[src/rtl/bulls_cows_pkg.sv]
// Shared types and the digit-rule check for the Bulls & Cows design.
// Contents:
//   input_state_t - guess_input FSM states
//   guess_err_t   - rejection reason codes
//   NUM_DIGITS, DIGIT_W, GUESS_W - word geometry
//   guess_check() - classifies a four-digit BCD word
package bulls_cows_pkg;

    localparam int unsigned NUM_DIGITS = 4;
    localparam int unsigned DIGIT_W    = 4;
    localparam int unsigned GUESS_W    = NUM_DIGITS * DIGIT_W;

    typedef enum logic [2:0] {
        ST_IDLE    = 3'd0,
        ST_PRESS   = 3'd1,
        ST_CHECK   = 3'd2,
        ST_HOLD    = 3'd3,
        ST_RELEASE = 3'd4
    } input_state_t;

    typedef enum logic [1:0] {
        ERR_NONE   = 2'b00,
        ERR_RANGE  = 2'b01,
        ERR_REPEAT = 2'b10
    } guess_err_t;

    // Digit range takes priority over repeated digits.
    function automatic guess_err_t guess_check(input logic [GUESS_W-1:0] word);
        logic             range_bad;
        logic             repeat_bad;
        logic [DIGIT_W-1:0] di;
        logic [DIGIT_W-1:0] dj;
        range_bad  = 1'b0;
        repeat_bad = 1'b0;
        for (int i = 0; i < int'(NUM_DIGITS); i++) begin
            di = word[i*DIGIT_W +: DIGIT_W];
            if (di > DIGIT_W'(9)) begin
                range_bad = 1'b1;
            end
            for (int j = i + 1; j < int'(NUM_DIGITS); j++) begin
                dj = word[j*DIGIT_W +: DIGIT_W];
                if (di == dj) begin
                    repeat_bad = 1'b1;
                end
            end
        end
        if (range_bad) begin
            return ERR_RANGE;
        end else if (repeat_bad) begin
            return ERR_REPEAT;
        end
        return ERR_NONE;
    endfunction

endpackage

[src/rtl/sync_2ff.sv]
// 1-bit two-flop synchroniser with synchronous active-high reset.
// Ports:
//   clock, reset - system clock / sync reset (flops clear to 0)
//   d            - asynchronous input
//   q            - synchronised output (two cycles of latency)
module sync_2ff (
    input  logic clock,
    input  logic reset,
    input  logic d,
    output logic q
);

    logic meta_q, meta_d;
    logic sync_q, sync_d;

    always_comb begin
        meta_d = d;
        sync_d = meta_q;
    end

    always_ff @(posedge clock) begin
        if (reset) begin
            meta_q <= 1'b0;
            sync_q <= 1'b0;
        end else begin
            meta_q <= meta_d;
            sync_q <= sync_d;
        end
    end

    assign q = sync_q;

endmodule

[src/rtl/guess_input.sv]
// Bulls & Cows input stage: debounces the confirm button, captures the
// switch word once per press, checks it and hands legal words downstream.
// Ports:
//   clock, reset   - system clock, synchronous active-high reset
//   guess_sw       - raw switch word, four BCD digits (digit 3 in [15:12])
//   confirm_btn    - raw asynchronous confirm button
//   guess          - captured word, stable while guess_valid
//   guess_valid    - legal word available, held until accepted
//   guess_ready    - downstream accept
//   guess_error    - one-cycle pulse on a rejected word
//   error_code     - reason for the last rejection, held until next capture
// DEBOUNCE_CYCLES must be >= 2.
module guess_input
    import bulls_cows_pkg::*;
#(
    parameter int unsigned DEBOUNCE_CYCLES = 500000
) (
    input  logic               clock,
    input  logic               reset,
    input  logic [GUESS_W-1:0] guess_sw,
    input  logic               confirm_btn,
    output logic [GUESS_W-1:0] guess,
    output logic               guess_valid,
    input  logic               guess_ready,
    output logic               guess_error,
    output logic [1:0]         error_code
);

    localparam int unsigned      CNT_W    = $clog2(DEBOUNCE_CYCLES + 1);
    localparam logic [CNT_W-1:0] CNT_LAST = CNT_W'(DEBOUNCE_CYCLES - 1);

    logic c_s;

    input_state_t       state_q, state_d;
    logic [CNT_W-1:0]   cnt_q, cnt_d;
    logic [GUESS_W-1:0] guess_q, guess_d;
    logic               guess_valid_q, guess_valid_d;
    logic               guess_error_q, guess_error_d;
    guess_err_t         error_code_q, error_code_d;
    guess_err_t         check_res;

    sync_2ff u_sync_btn (
        .clock (clock),
        .reset (reset),
        .d     (confirm_btn),
        .q     (c_s)
    );

    // Next-state and output logic.
    always_comb begin
        state_d       = state_q;
        cnt_d         = cnt_q;
        guess_d       = guess_q;
        guess_valid_d = guess_valid_q;
        guess_error_d = 1'b0;
        error_code_d  = error_code_q;
        check_res     = guess_check(guess_q);

        case (state_q)
            ST_IDLE: begin
                if (c_s) begin
                    state_d = ST_PRESS;
                    cnt_d   = CNT_W'(1);
                end
            end
            ST_PRESS: begin
                if (!c_s) begin
                    state_d = ST_IDLE;
                end else if (cnt_q == CNT_LAST) begin
                    guess_d      = guess_sw;
                    error_code_d = ERR_NONE;
                    state_d      = ST_CHECK;
                end else begin
                    cnt_d = cnt_q + CNT_W'(1);
                end
            end
            ST_CHECK: begin
                error_code_d = check_res;
                if (check_res == ERR_NONE) begin
                    guess_valid_d = 1'b1;
                    state_d       = ST_HOLD;
                end else begin
                    guess_error_d = 1'b1;
                    cnt_d         = '0;
                    state_d       = ST_RELEASE;
                end
            end
            ST_HOLD: begin
                if (guess_ready) begin
                    guess_valid_d = 1'b0;
                    cnt_d         = '0;
                    state_d       = ST_RELEASE;
                end
            end
            ST_RELEASE: begin
                // Any high sample restarts the release debounce window.
                if (c_s) begin
                    cnt_d = '0;
                end else if (cnt_q == CNT_LAST) begin
                    cnt_d   = '0;
                    state_d = ST_IDLE;
                end else begin
                    cnt_d = cnt_q + CNT_W'(1);
                end
            end
            default: begin
                cnt_d   = '0;
                state_d = ST_RELEASE;
            end
        endcase
    end

    // State and output registers.
    always_ff @(posedge clock) begin
        if (reset) begin
            state_q       <= ST_RELEASE;
            cnt_q         <= '0;
            guess_q       <= '0;
            guess_valid_q <= 1'b0;
            guess_error_q <= 1'b0;
            error_code_q  <= ERR_NONE;
        end else begin
            state_q       <= state_d;
            cnt_q         <= cnt_d;
            guess_q       <= guess_d;
            guess_valid_q <= guess_valid_d;
            guess_error_q <= guess_error_d;
            error_code_q  <= error_code_d;
        end
    end

    assign guess       = guess_q;
    assign guess_valid = guess_valid_q;
    assign guess_error = guess_error_q;
    assign error_code  = error_code_q;

endmodule

[config.mk]
export PLATFORM = sky130hd
export DESIGN_NAME = guess_input
export DESIGN_NICKNAME = d
export VERILOG_FILES = /design/src/rtl/bulls_cows_pkg.sv /design/src/rtl/sync_2ff.sv /design/src/rtl/guess_input.sv
export SDC_FILE = /design/constraint.sdc
export NUM_CORES = 1
export LEC_CHECK = 0
export BUFFER_PORTS_ARGS = -buffer_cell sky130_fd_sc_hd__clkbuf_2
export CORE_ASPECT_RATIO = 1.75
export CORE_MARGIN = 2
export CORE_UTILIZATION = 57
export DETAILED_ROUTE_END_ITERATION = 10
export PLACE_DENSITY = 0.89
export SETUP_SLACK_MARGIN = 0.05
export SLEW_MARGIN = 40
export SYNTH_ARGS = -nofsm -noshare
export SYNTH_HDL_FRONTEND = slang
export SYNTH_HIERARCHICAL = 1
export SYNTH_SLANG_ARGS = --single-unit
[constraint.sdc]
create_clock -name clock -period 2.45 [get_ports clock]
set_clock_uncertainty 0.05 [all_clocks]
set_input_delay 0.6125 -clock clock [delete_from_list [all_inputs] [get_ports clock]]
set_output_delay 0.6125 -clock clock [all_outputs]
set_load 0.03 [all_outputs]
==> impl_metrics.py, run 1 <==
metrics = {
    "power_and_ir_drop": {
        "internal-power_mw": 1.047,
        "power_frac_clock_pct": 41.2,
        "power_density_mw_per_mm2": 459.8,
        "power_frac_seq_pct": 54.3,
        "power.switching_mw": 0.2888,
        "share_comb_of_total_power_pct": 4.5,
        "total_leakage_power_nw": 1.157,
        "p_total_mw": 1.336,
        "max-vdd-ir-drop_mv": 0.4161,
        "switching_share_pct": 21.61,
    },
    "clocking": {
        "clock_insertion_delay_worst_skew_ns": 0.30,
        "maximum_number_of_buffers_from_clock_root_to_sink": 2,
        "cts-resized-gates": 0,
        "cts_inserted_buffers": 5,
        "clk_transition_reported_paths_ns": 0.09,
        "postCtsSetupBuffers": 0,
        "post_cts_hold_buffer_count": 0,
        "cts_tree": "done",
        "h_tree_depth_reported_by_cts": 2,
        "cts_root_buffer": "sky130_fd_sc_hd__clkbuf_8",
        "cts_sinks": 44,
    },
    "sta": {
        "max_slew_margin_pct": 61.66,
        "count_of_endpoints_failing_setup_in_the_final_report": 0,
        "rsz_0062_raised_after_global_routing": "no",
        "worst_max_slew_pin_slew_ns": 0.5737,
        "finalCritPeriodShare_pct": 89.45,
        "timing.hold.ws_ns": 0.3988,
        "slew_viol_final": 0,
        "final-hold-violation-count": 0,
        "timing.fmax_mhz": 456.3,
        "tns_ns": 0,
        "finalWorstPathRequiredPeriod_ns": 2.192,
    },
    "synthesis": {
        "sequential_to_total_area_share_from_yosys_stat_pct": 34.46,
        "synth_edf_count": 0,
        "yosysUniqueCellTypes": 59,
        "synth_compound_area_share_pct": 21.83,
        "post_synthesis_share_of_cell_area_spent_on_and_or_nand_and_nor_gates_pct": 30.49,
        "asyncSetResetFlopFracSynth_pct": 0,
        "ys_dominant_reg_cell": "sky130_fd_sc_hd__dfxtp_1",
        "synth_cells": 319,
        "dominant_combinational_cell_family_by_area_after_synthesis": "simple AND/OR/NAND/NOR gates",
        "synthDominantCellAreaShare_pct": 34.46,
        "synthMuxAreaShare_pct": 0,
        "syn_avg_cell_area_um2": 8.013,
        "ys_top_cells_by_area": "sky130_fd_sc_hd__dfxtp_1, sky130_fd_sc_hd__nand2_1, sky130_fd_sc_hd__a21oi_1",
        "synth_adder_area_share_pct": 0.4895,
        "postSynthRegisterBits": 44,
        "synth.net_count": 340,
        "mappedNetlistArea_mm2": 0.002556,
        "synth_warnings": 6,
        "synth_top_area_cell": "sky130_fd_sc_hd__dfxtp_1",
        "synth_xor_xnor_area_share_pct": 8.223,
    },
    "finish": {
        "area_overhead_of_the_layout_relative_to_synthesis_pct": 13.66,
        "final-instance-count-excl-fill": 411,
        "n_antenna_cell": 0,
        "layout.nets": 380,
        "drive_above_1_share_pct": 20.00,
    },
    "floorplan": {
        "boundaryPins": 40,
        "floorplan.initialDensity_pct": 58.57,
        "core_region_area_mm2": 0.004364,
        "core.rowCount": 32,
        "floorplan.die_area_mm2": 0.005057,
        "overall_die_width_um": 54.62,
        "fp.dieH_um": 92.59,
    },
    "run": {
        "max_cap_violations": 0,
    },
    "drt": {
        "vias_per_cell": 6.292,
        "wl_per_cell_um": 16.02,
        "remaining_drc_errors": 0,
        "drt_first_pass_iters": 4,
        "totalWireLength_um": 6586,
        "vias": 2586,
        "ant_nets": 0,
        "detail_route.iter0.violations": 80,
    },
    "global_routing": {
        "antenna_found_initial": 0,
        "grt_pass1_wl_um": 10650,
        "grt-ovfl-total": 0,
        "number_of_global_route_vias_before_repair": 2504,
        "grt.total_usage_pct": 27.77,
        "largest_net_degree_at_the_start_of_global_routing": 47,
    },
    "setup_path": {
        "setup.worst_path.class": "register to register",
        "cp-end-kind": "register",
        "setup.worst_path.start": "state_q[0]",
        "worst_r2r_startpoint": "state_q[0]",
        "timing.critical_path.arrival_ns": 2.35,
        "crit_path_start_kind": "register",
        "critical_path_data_required_time_ns": 2.61,
        "critical_path.max_fanout": 12,
    },
    "hold_path": {
        "hold_start": "u_sync_btn/meta_q",
        "worst_hold_path_type": "register to register",
    },
    "outcome": {
        "run_status": "complete, no violations",
    },
    "placement": {
        "finalWeightedCongestion": 0.9327,
        "io_buffer_count": 39,
        "placed_cells_incl_taps": 403,
        "place_hpwl_um": 4926,
    },
}
## per-stage QoR
stage / cell area [um^2] / setup slack [ns] / util (%)
3_5_place_dp: 2798 / 0.3118 / 64.11
2_1_floorplan: 2556 / 0.3315 / -
3_3_place_gp: 2798 / 0.3866 / 64.11
6_report: 2905 / 0.2584 / 66.57
5_1_grt: 2905 / 0.07449 / 66.57
4_1_cts: 2905 / 0.2853 / 66.57
## cell type report
cell class	instances	area, um^2
clock buffer	6	72.57
multi-input combinational	254	1560
clock inverter	2	35.03
inverter	4	15.01
timing repair buffer	50	277.8
fill	413	1459
tap	51	63.81
sequential	44	880.8
## cells in the final DEF, fill, tap and decap left out, types with 4 or more instances in the layout
cell                       netlist  layout
sky130_fd_sc_hd__xor2_1         12      12
sky130_fd_sc_hd__clkbuf_2        0      39
sky130_fd_sc_hd__nor2b_1         8       8
sky130_fd_sc_hd__a311oi_1        5       5
sky130_fd_sc_hd__inv_1           4       4
sky130_fd_sc_hd__and3_1          4       4
sky130_fd_sc_hd__clkbuf_8        0       5
sky130_fd_sc_hd__nor2_1         18      18
sky130_fd_sc_hd__nand2_1        61      61
sky130_fd_sc_hd__nand3_1        10      10
sky130_fd_sc_hd__a21oi_1        30      30
sky130_fd_sc_hd__xnor2_1        12      12
sky130_fd_sc_hd__o21ai_0        12      12
sky130_fd_sc_hd__nand4_1         7       7
sky130_fd_sc_hd__dfxtp_1        44      44
sky130_fd_sc_hd__nor3_1          6       6
sky130_fd_sc_hd__nor4_1          8       8
sky130_fd_sc_hd__a31oi_1         5       5
sky130_fd_sc_hd__buf_4           3      11
## cells in the mapped netlist (4+ instances only)
cell and count:
sky130_fd_sc_hd__a311oi_1 5, sky130_fd_sc_hd__nor4_1 8, sky130_fd_sc_hd__clkbuf_1 8, sky130_fd_sc_hd__nand4_1 7, sky130_fd_sc_hd__nor2b_1 8, sky130_fd_sc_hd__and3_1 4
sky130_fd_sc_hd__a31oi_1 5, sky130_fd_sc_hd__nor3_1 6, sky130_fd_sc_hd__a21oi_1 30, sky130_fd_sc_hd__xor2_1 12, sky130_fd_sc_hd__xnor2_1 12, sky130_fd_sc_hd__o21ai_0 12
sky130_fd_sc_hd__dfxtp_1 44, sky130_fd_sc_hd__nand2_1 61, sky130_fd_sc_hd__nand3_1 10, sky130_fd_sc_hd__inv_1 4, sky130_fd_sc_hd__nor2_1 18
## registers in the layout (all words and copies together) (netlist names)
name	count
cnt_q	19
state_q	3
u_sync_btn/meta_q	1
guess_valid	1
u_sync_btn/q	1
guess_error	1
guess	16
error_code	2
## path summary, 6_finish.rpt
path | endpoint | slack [ns] | cells past startpoint
worst max-delay path | cnt_q[14] | 0.26 | 6
worst min-delay path | u_sync_btn/q | 0.40 | 1
worst max register to register | cnt_q[14] | 0.26 | 6
worst min register to register | u_sync_btn/q | 0.40 | 1
## per-layer routing
metal	routed length, um	up-vias	track usage [%]	part of all wire, %
met1	2380	1234	26.04	36
met5	0	-	0	0
met3	279	29	6.129	4.2
met2	3673	84	49.90	56
li1	-	1239	-	-
met4	254	0	17.29	3.9
## power by group through the flow
stage                     sequential [mW]  clock (mW)  combinational [mW]
after global routing                0.726       0.585              0.0654
after global placement              0.741           0              0.0587
after CTS                           0.725       0.552              0.0601
after floorplan                     0.740           0              0.0366
final                               0.725       0.550              0.0606
after detailed placement            0.742           0              0.0595
## worst max-delay path, cell delays in order, from the launching register on
cell and delay, ns:
sky130_fd_sc_hd__dfxtp_1 0.43, sky130_fd_sc_hd__or3b_1 0.44, sky130_fd_sc_hd__a21oi_1 0.17, sky130_fd_sc_hd__o31a_1 0.21, sky130_fd_sc_hd__and2b_1 0.37, sky130_fd_sc_hd__a31oi_1 0.16, sky130_fd_sc_hd__a311oi_2 0.27
## cells by family after synthesis
logic type               after synthesis
adder cells (fa/ha/maj)                1
flip-flops                            44
buffers and inverters                 21
AO/OA/AOI/OAI                         81
AND/OR/NAND/NOR                      148
XOR/XNOR                              24
No activity file was read; power rests on OpenSTA's default activity.
==> run 2, diff against run 1 <==
Clock period 2.45 ns to 2.5 ns, I/O delays scaled along.
==> run 2 against run 1 <==
Effect of this change:
- sequential cell count did not move
- final cell count fell by 0.97%
- clock power increased by 5.5%
- sequential power down 2%
- non-clock buffer count decreased by 4
- first-iteration DRC count up 19%
- global-route usage rose by 0.73 points
- combinational power shrank 3%
- critical path depth is 2 higher
- utilization down 0.37 points
- via count increased by 1.0%
- maximum frequency is 3.8% lower
- critical path type unchanged
- critical endpoint unchanged
- largest cell class unchanged
==> impl_metrics.py, run 2 (same netlist as run 1, synthesis figures left out) <==
metrics = {
    "outcome": {
        "run_status": "complete, no violations",
    },
    "finish": {
        "multi_input_comb_area_mm2": 0.001560,
        "most_frequent_cells_in_the_layout": "sky130_fd_sc_hd__nand2_1, sky130_fd_sc_hd__dfxtp_1, sky130_fd_sc_hd__clkbuf_2",
        "layout.nets": 376,
        "area_overhead_of_the_layout_relative_to_synthesis_pct": 13.02,
        "n_antenna_cell": 0,
        "largest_register_ff_count": 19,
        "commonest_non_fill_non_tap_cell_in_the_layout": "sky130_fd_sc_hd__nand2_1",
        "n_fill_cell": 410,
        "regArea_um2": 880.8,
        "largest_register": "cnt_q",
        "drive_above_1_share_pct": 19.38,
        "final-instance-count-excl-fill": 407,
    },
    "global_routing": {
        "number_of_global_route_vias_before_repair": 2460,
        "antenna_found_initial": 0,
        "grt_pass1_wl_um": 10860,
        "grt.total_usage_pct": 28.49,
        "largest_net_degree_at_the_start_of_global_routing": 47,
        "grt-ovfl-total": 0,
    },
    "clocking": {
        "h_tree_depth_reported_by_cts": 2,
        "cts_tree": "done",
        "cts_sinks": 44,
        "clk_transition_reported_paths_ns": 0.09,
        "cts_inserted_buffers": 5,
        "cts-resized-gates": 0,
        "maximum_number_of_buffers_from_clock_root_to_sink": 2,
        "postCtsSetupBuffers": 0,
        "clock_insertion_delay_worst_skew_ns": 0.30,
        "post_cts_hold_buffer_count": 0,
        "cts_root_buffer": "sky130_fd_sc_hd__clkbuf_8",
    },
    "setup_path": {
        "critical_path.max_fanout": 5,
        "crit_path_start_kind": "register",
        "cp-end-kind": "register",
        "reg2reg_depth": 8,
        "critical_path_data_required_time_ns": 2.62,
        "setup.worst_path.class": "register to register",
        "timing.critical_path.arrival_ns": 2.40,
    },
    "run": {
        "max_cap_violations": 0,
    },
    "power_and_ir_drop": {
        "total_leakage_power_nw": 1.143,
        "power_density_mw_per_mm2": 467.1,
        "max-vdd-ir-drop_mv": 0.4740,
        "p_total_mw": 1.349,
    },
    "drt": {
        "drt_first_pass_iters": 4,
        "vias": 2613,
        "remaining_drc_errors": 0,
        "ant_nets": 0,
        "detail_route.iter0.violations": 95,
        "vias_per_cell": 6.420,
        "wl_per_cell_um": 16.69,
        "totalWireLength_um": 6794,
    },
    "sta": {
        "timing.fmax_mhz": 438.8,
        "rsz_0062_raised_after_global_routing": "no",
        "finalCritPeriodShare_pct": 91.16,
        "slew_viol_final": 0,
        "finalWorstPathRequiredPeriod_ns": 2.279,
        "tns_ns": 0,
        "final-hold-violation-count": 0,
        "max_slew_margin_pct": 62.80,
        "count_of_endpoints_failing_setup_in_the_final_report": 0,
        "worst_max_slew_pin_slew_ns": 0.5567,
    },
    "floorplan": {
        "floorplan.initialDensity_pct": 58.57,
        "core.rowCount": 32,
        "core_region_area_mm2": 0.004364,
        "overall_die_width_um": 54.62,
        "floorplan.die_area_mm2": 0.005057,
        "fp.dieH_um": 92.59,
        "boundaryPins": 40,
    },
    "hold_path": {
        "min_path_cells": 1,
        "worst_hold_path_type": "register to register",
    },
    "placement": {
        "finalWeightedCongestion": 0.9082,
        "io_buffer_count": 39,
        "place_hpwl_um": 4865,
        "placed_cells_incl_taps": 399,
    },
}
[run 2: layer usage]
metal  wire [um]  track usage [%]  part of all wire [%]
met1        2499            28.79                    37
met2        3643            50.20                    54
met3         360            5.000                   5.3
met4         290            17.29                   4.3
met5           0                0                     0
[run 2: worst paths after layout]
| path | from | endpoint | slack [ns] |
|---|---|---|---|
| max | cnt_q[0] | cnt_q[14] | 0.22 |
| min | u_sync_btn/meta_q | u_sync_btn/q | 0.38 |
| min reg2reg | u_sync_btn/meta_q | u_sync_btn/q | 0.38 |
| max reg2reg | cnt_q[0] | cnt_q[14] | 0.22 |
[run 2: critical path, cell delays in order (launching register included)]
cell,delay [ns]
sky130_fd_sc_hd__dfxtp_1,0.41
sky130_fd_sc_hd__ha_1,0.28
sky130_fd_sc_hd__nand3_1,0.20
sky130_fd_sc_hd__nor3_1,0.30
sky130_fd_sc_hd__buf_4,0.18
sky130_fd_sc_hd__and3_1,0.26
sky130_fd_sc_hd__nand3_1,0.12
sky130_fd_sc_hd__o21ai_0,0.23
sky130_fd_sc_hd__a311oi_2,0.13
[run 2: through the flow]
stage / hold slack [ns] / util (%) / area [um^2] / worst slack, ns
4_1_cts: 0.3889 / 66.20 / 2889 / 0.2850
3_5_place_dp: 0.3735 / 63.42 / 2768 / 0.3085
6_report: 0.3840 / 66.20 / 2889 / 0.2210
2_1_floorplan: 0.3638 / - / 2556 / 0.3815
3_3_place_gp: 0.3693 / 63.42 / 2768 / 0.2972
5_1_grt: 0.4003 / 66.20 / 2889 / 0.08715
[run 2: final cells by class]
cell class                      count  share of cell area, %
Clock buffer                        6                  2.858
Multi-Input combinational cell    254                  54.01
Clock inverter                      2                  1.343
Inverter                            4                 0.5197
Tap cell                           51                  2.209
Sequential cell                    44                  30.49
Timing Repair Buffer               46                  8.575
[run 2: report_power, final]
| part | internal, mW | leakage (nW) | total (mW) | switching [mW] |
|---|---|---|---|---|
| combinational | 0.0236 | 0.727 | 0.0590 | 0.0354 |
| sequential | 0.705 | 0.355 | 0.710 | 0.00499 |
| clock | 0.327 | 0.0614 | 0.580 | 0.253 |
==> run 3, diff against run 2 <==
Settings changed: CORE_UTILIZATION 57 to 47, HOLD_SLACK_MARGIN set to 0.15, PLACE_DENSITY 0.89 to 0.77.
==> run 3 against run 2 <==
Effect of this change:
- die area increased by 20%
- worst setup slack improved by 0.090 ns
- clock-buffer cell count unchanged
- utilization decreased by 11 points
- register-to-register slack improved by 0.09 ns
- sequential cell count unchanged
- routed wire length decreased by 3.6%
- non-clock buffer count increased by 2
- final area decreased by 0.30%
- critical endpoint is now cnt_q[8]
- largest cell class unchanged
==> impl_metrics.py, run 3 (same netlist as run 1, synthesis figures left out) <==
metrics = {
    "outcome": {
        "run_status": "complete, no violations",
    },
    "sta": {
        "timing.final.ws_setup_ns": 0.3109,
        "worst_max_slew_pin_slew_ns": 0.6014,
        "max_slew_margin_pct": 59.64,
        "timing.fmax_mhz": 456.8,
        "final-hold-violation-count": 0,
        "tns_ns": 0,
        "timing.hold.ws_ns": 0.3931,
        "rsz_0062_raised_after_global_routing": "no",
        "finalCritPeriodShare_pct": 87.56,
        "slew_viol_final": 0,
        "finalWorstPathRequiredPeriod_ns": 2.189,
        "count_of_endpoints_failing_setup_in_the_final_report": 0,
    },
    "clocking": {
        "postCtsSetupBuffers": 0,
        "maximum_number_of_buffers_from_clock_root_to_sink": 2,
        "cts_sinks": 44,
        "clock_insertion_delay_worst_skew_ns": 0.30,
        "cts_root_buffer": "sky130_fd_sc_hd__clkbuf_8",
        "post_cts_hold_buffer_count": 0,
        "cts-resized-gates": 0,
        "cts_inserted_buffers": 5,
        "clk_transition_reported_paths_ns": 0.08,
        "h_tree_depth_reported_by_cts": 2,
        "cts_tree": "done",
    },
    "power_and_ir_drop": {
        "power.switching_mw": 0.2857,
        "switching_share_pct": 23.14,
        "share_comb_of_total_power_pct": 4.7,
        "max-vdd-ir-drop_mv": 0.2306,
        "p_total_mw": 1.235,
        "total_leakage_power_nw": 1.144,
        "power_frac_clock_pct": 37.8,
        "power_density_mw_per_mm2": 428.7,
        "internal-power_mw": 0.9490,
        "power_frac_seq_pct": 57.5,
    },
    "placement": {
        "placed_cell_area_mm2": 0.002788,
        "place_hpwl_um": 4780,
        "io_buffer_count": 39,
        "finalWeightedCongestion": 0.9288,
        "worst_slack_after_detailed_placement_ns": 0.3727,
        "placed_cells_incl_taps": 405,
    },
    "hold_path": {
        "whs_endpoint": "u_sync_btn/q",
        "worst_hold_path_type": "register to register",
        "hold_start": "u_sync_btn/meta_q",
        "min_path_cells": 1,
    },
    "setup_path": {
        "timing.reg2reg.setup_slack_ns": 0.31,
        "cp-end-kind": "register",
        "critical_path.max_fanout": 12,
        "crit_path_start_kind": "register",
        "slowest_stage": "sky130_fd_sc_hd__dfxtp_1",
        "path_buf_inv": 0,
        "worstReg2RegEnd": "cnt_q[8]",
        "setup.worst_path.class": "register to register",
        "worst_r2r_startpoint": "state_q[0]",
        "reg2reg_depth": 6,
        "cpLargestDelayFamily": "simple AND/OR/NAND/NOR gates",
        "worst_path_largest_cell_delay_ns": 0.55,
        "critical_path_data_required_time_ns": 2.63,
        "timing.critical_path.arrival_ns": 2.32,
        "cp_cell_sequence": "nor2b_1 > nand4b_1 > o21ai_4 > and2b_1 > a32oi_1 > o21ai_1",
    },
    "global_routing": {
        "number_of_global_route_vias_before_repair": 2382,
        "largest_net_degree_at_the_start_of_global_routing": 47,
        "antenna_found_initial": 0,
        "grt_pass1_wl_um": 10540,
        "grt.total_usage_pct": 22.47,
        "grt-ovfl-total": 0,
    },
    "drt": {
        "vias_per_cell": 6.070,
        "vias": 2507,
        "remaining_drc_errors": 0,
        "ant_nets": 0,
        "drt_first_pass_iters": 4,
        "detail_route.iter0.violations": 142,
        "totalWireLength_um": 6552,
        "wl_per_cell_um": 15.86,
    },
    "finish": {
        "post-route-util_pct": 54.81,
        "n_antenna_cell": 0,
        "commonest_non_fill_non_tap_cell_in_the_layout": "sky130_fd_sc_hd__nand2_1",
        "area_overhead_of_the_layout_relative_to_synthesis_pct": 12.68,
        "layout.nets": 378,
        "most_frequent_cells_in_the_layout": "sky130_fd_sc_hd__nand2_1, sky130_fd_sc_hd__dfxtp_1, sky130_fd_sc_hd__clkbuf_2",
        "multi_input_comb_area_mm2": 0.001560,
        "n_fill_cell": 493,
        "largest_register": "cnt_q",
        "stdcell_area_mm2": 0.002880,
        "final-instance-count-excl-fill": 413,
        "drive_above_1_share_pct": 19.83,
        "regArea_um2": 880.8,
        "largest_register_ff_count": 19,
    },
    "floorplan": {
        "overall_die_width_um": 59.75,
        "floorplan.die_area_mm2": 0.006068,
        "fp.dieH_um": 101.6,
        "core.rowCount": 35,
        "floorplan.initialDensity_pct": 48.64,
        "core_region_area_mm2": 0.005255,
        "boundaryPins": 40,
    },
    "run": {
        "max_cap_violations": 0,
    },
}
-- run 3: changes by cell type in the layout (fill, tap and decap cells not counted) --
| cell | delta |
|---|---|
| sky130_fd_sc_hd__bufinv_16 | -1 |
| sky130_fd_sc_hd__clkinv_4 | -1 |
| sky130_fd_sc_hd__buf_4 | +2 |
| sky130_fd_sc_hd__clkinv_2 | +2 |
-- run 3: final cells by class --
class                      instances  area share, %
timing repair buffer              48          9.123
tap                               55          2.389
sequential                        44          30.58
clock inverter                     2         0.3475
inverter                           4         0.5213
clock buffer                       6          2.867
multi-input combinational        254          54.17
-- run 3: power by group through the flow --
stage / combinational (mW) / clock [mW] / sequential, mW
after floorplan: 0.0359 / 0 / 0.725
after global placement: 0.0557 / 0 / 0.727
after detailed placement: 0.0572 / 0 / 0.727
after CTS: 0.0577 / 0.475 / 0.710
after global routing: 0.0647 / 0.506 / 0.712
final: 0.0577 / 0.467 / 0.710
-- run 3: per-layer routing --
layer	global-route usage, %	vias up	wire length [um]
met4	11.28	0	204
met1	20.20	1182	2456
li1	-	1229	-
met5	0	-	0
met3	3.959	19	247
met2	44.57	77	3643
-- run 3: worst max path at each step --
stage | startpoint | endpoint | slack [ns] | cells after the start
after detailed placement | state_q[0] | cnt_q[8] | 0.37 | 6
after CTS | cnt_q[6] | cnt_q[8] | 0.34 | 6
after global placement | guess[3] | cnt_q[1] | 0.43 | 7
after floorplan | guess[1] | cnt_q[12] | 0.38 | 8
after global routing | state_q[0] | cnt_q[8] | 0.14 | 6
final | state_q[0] | cnt_q[8] | 0.31 | 6
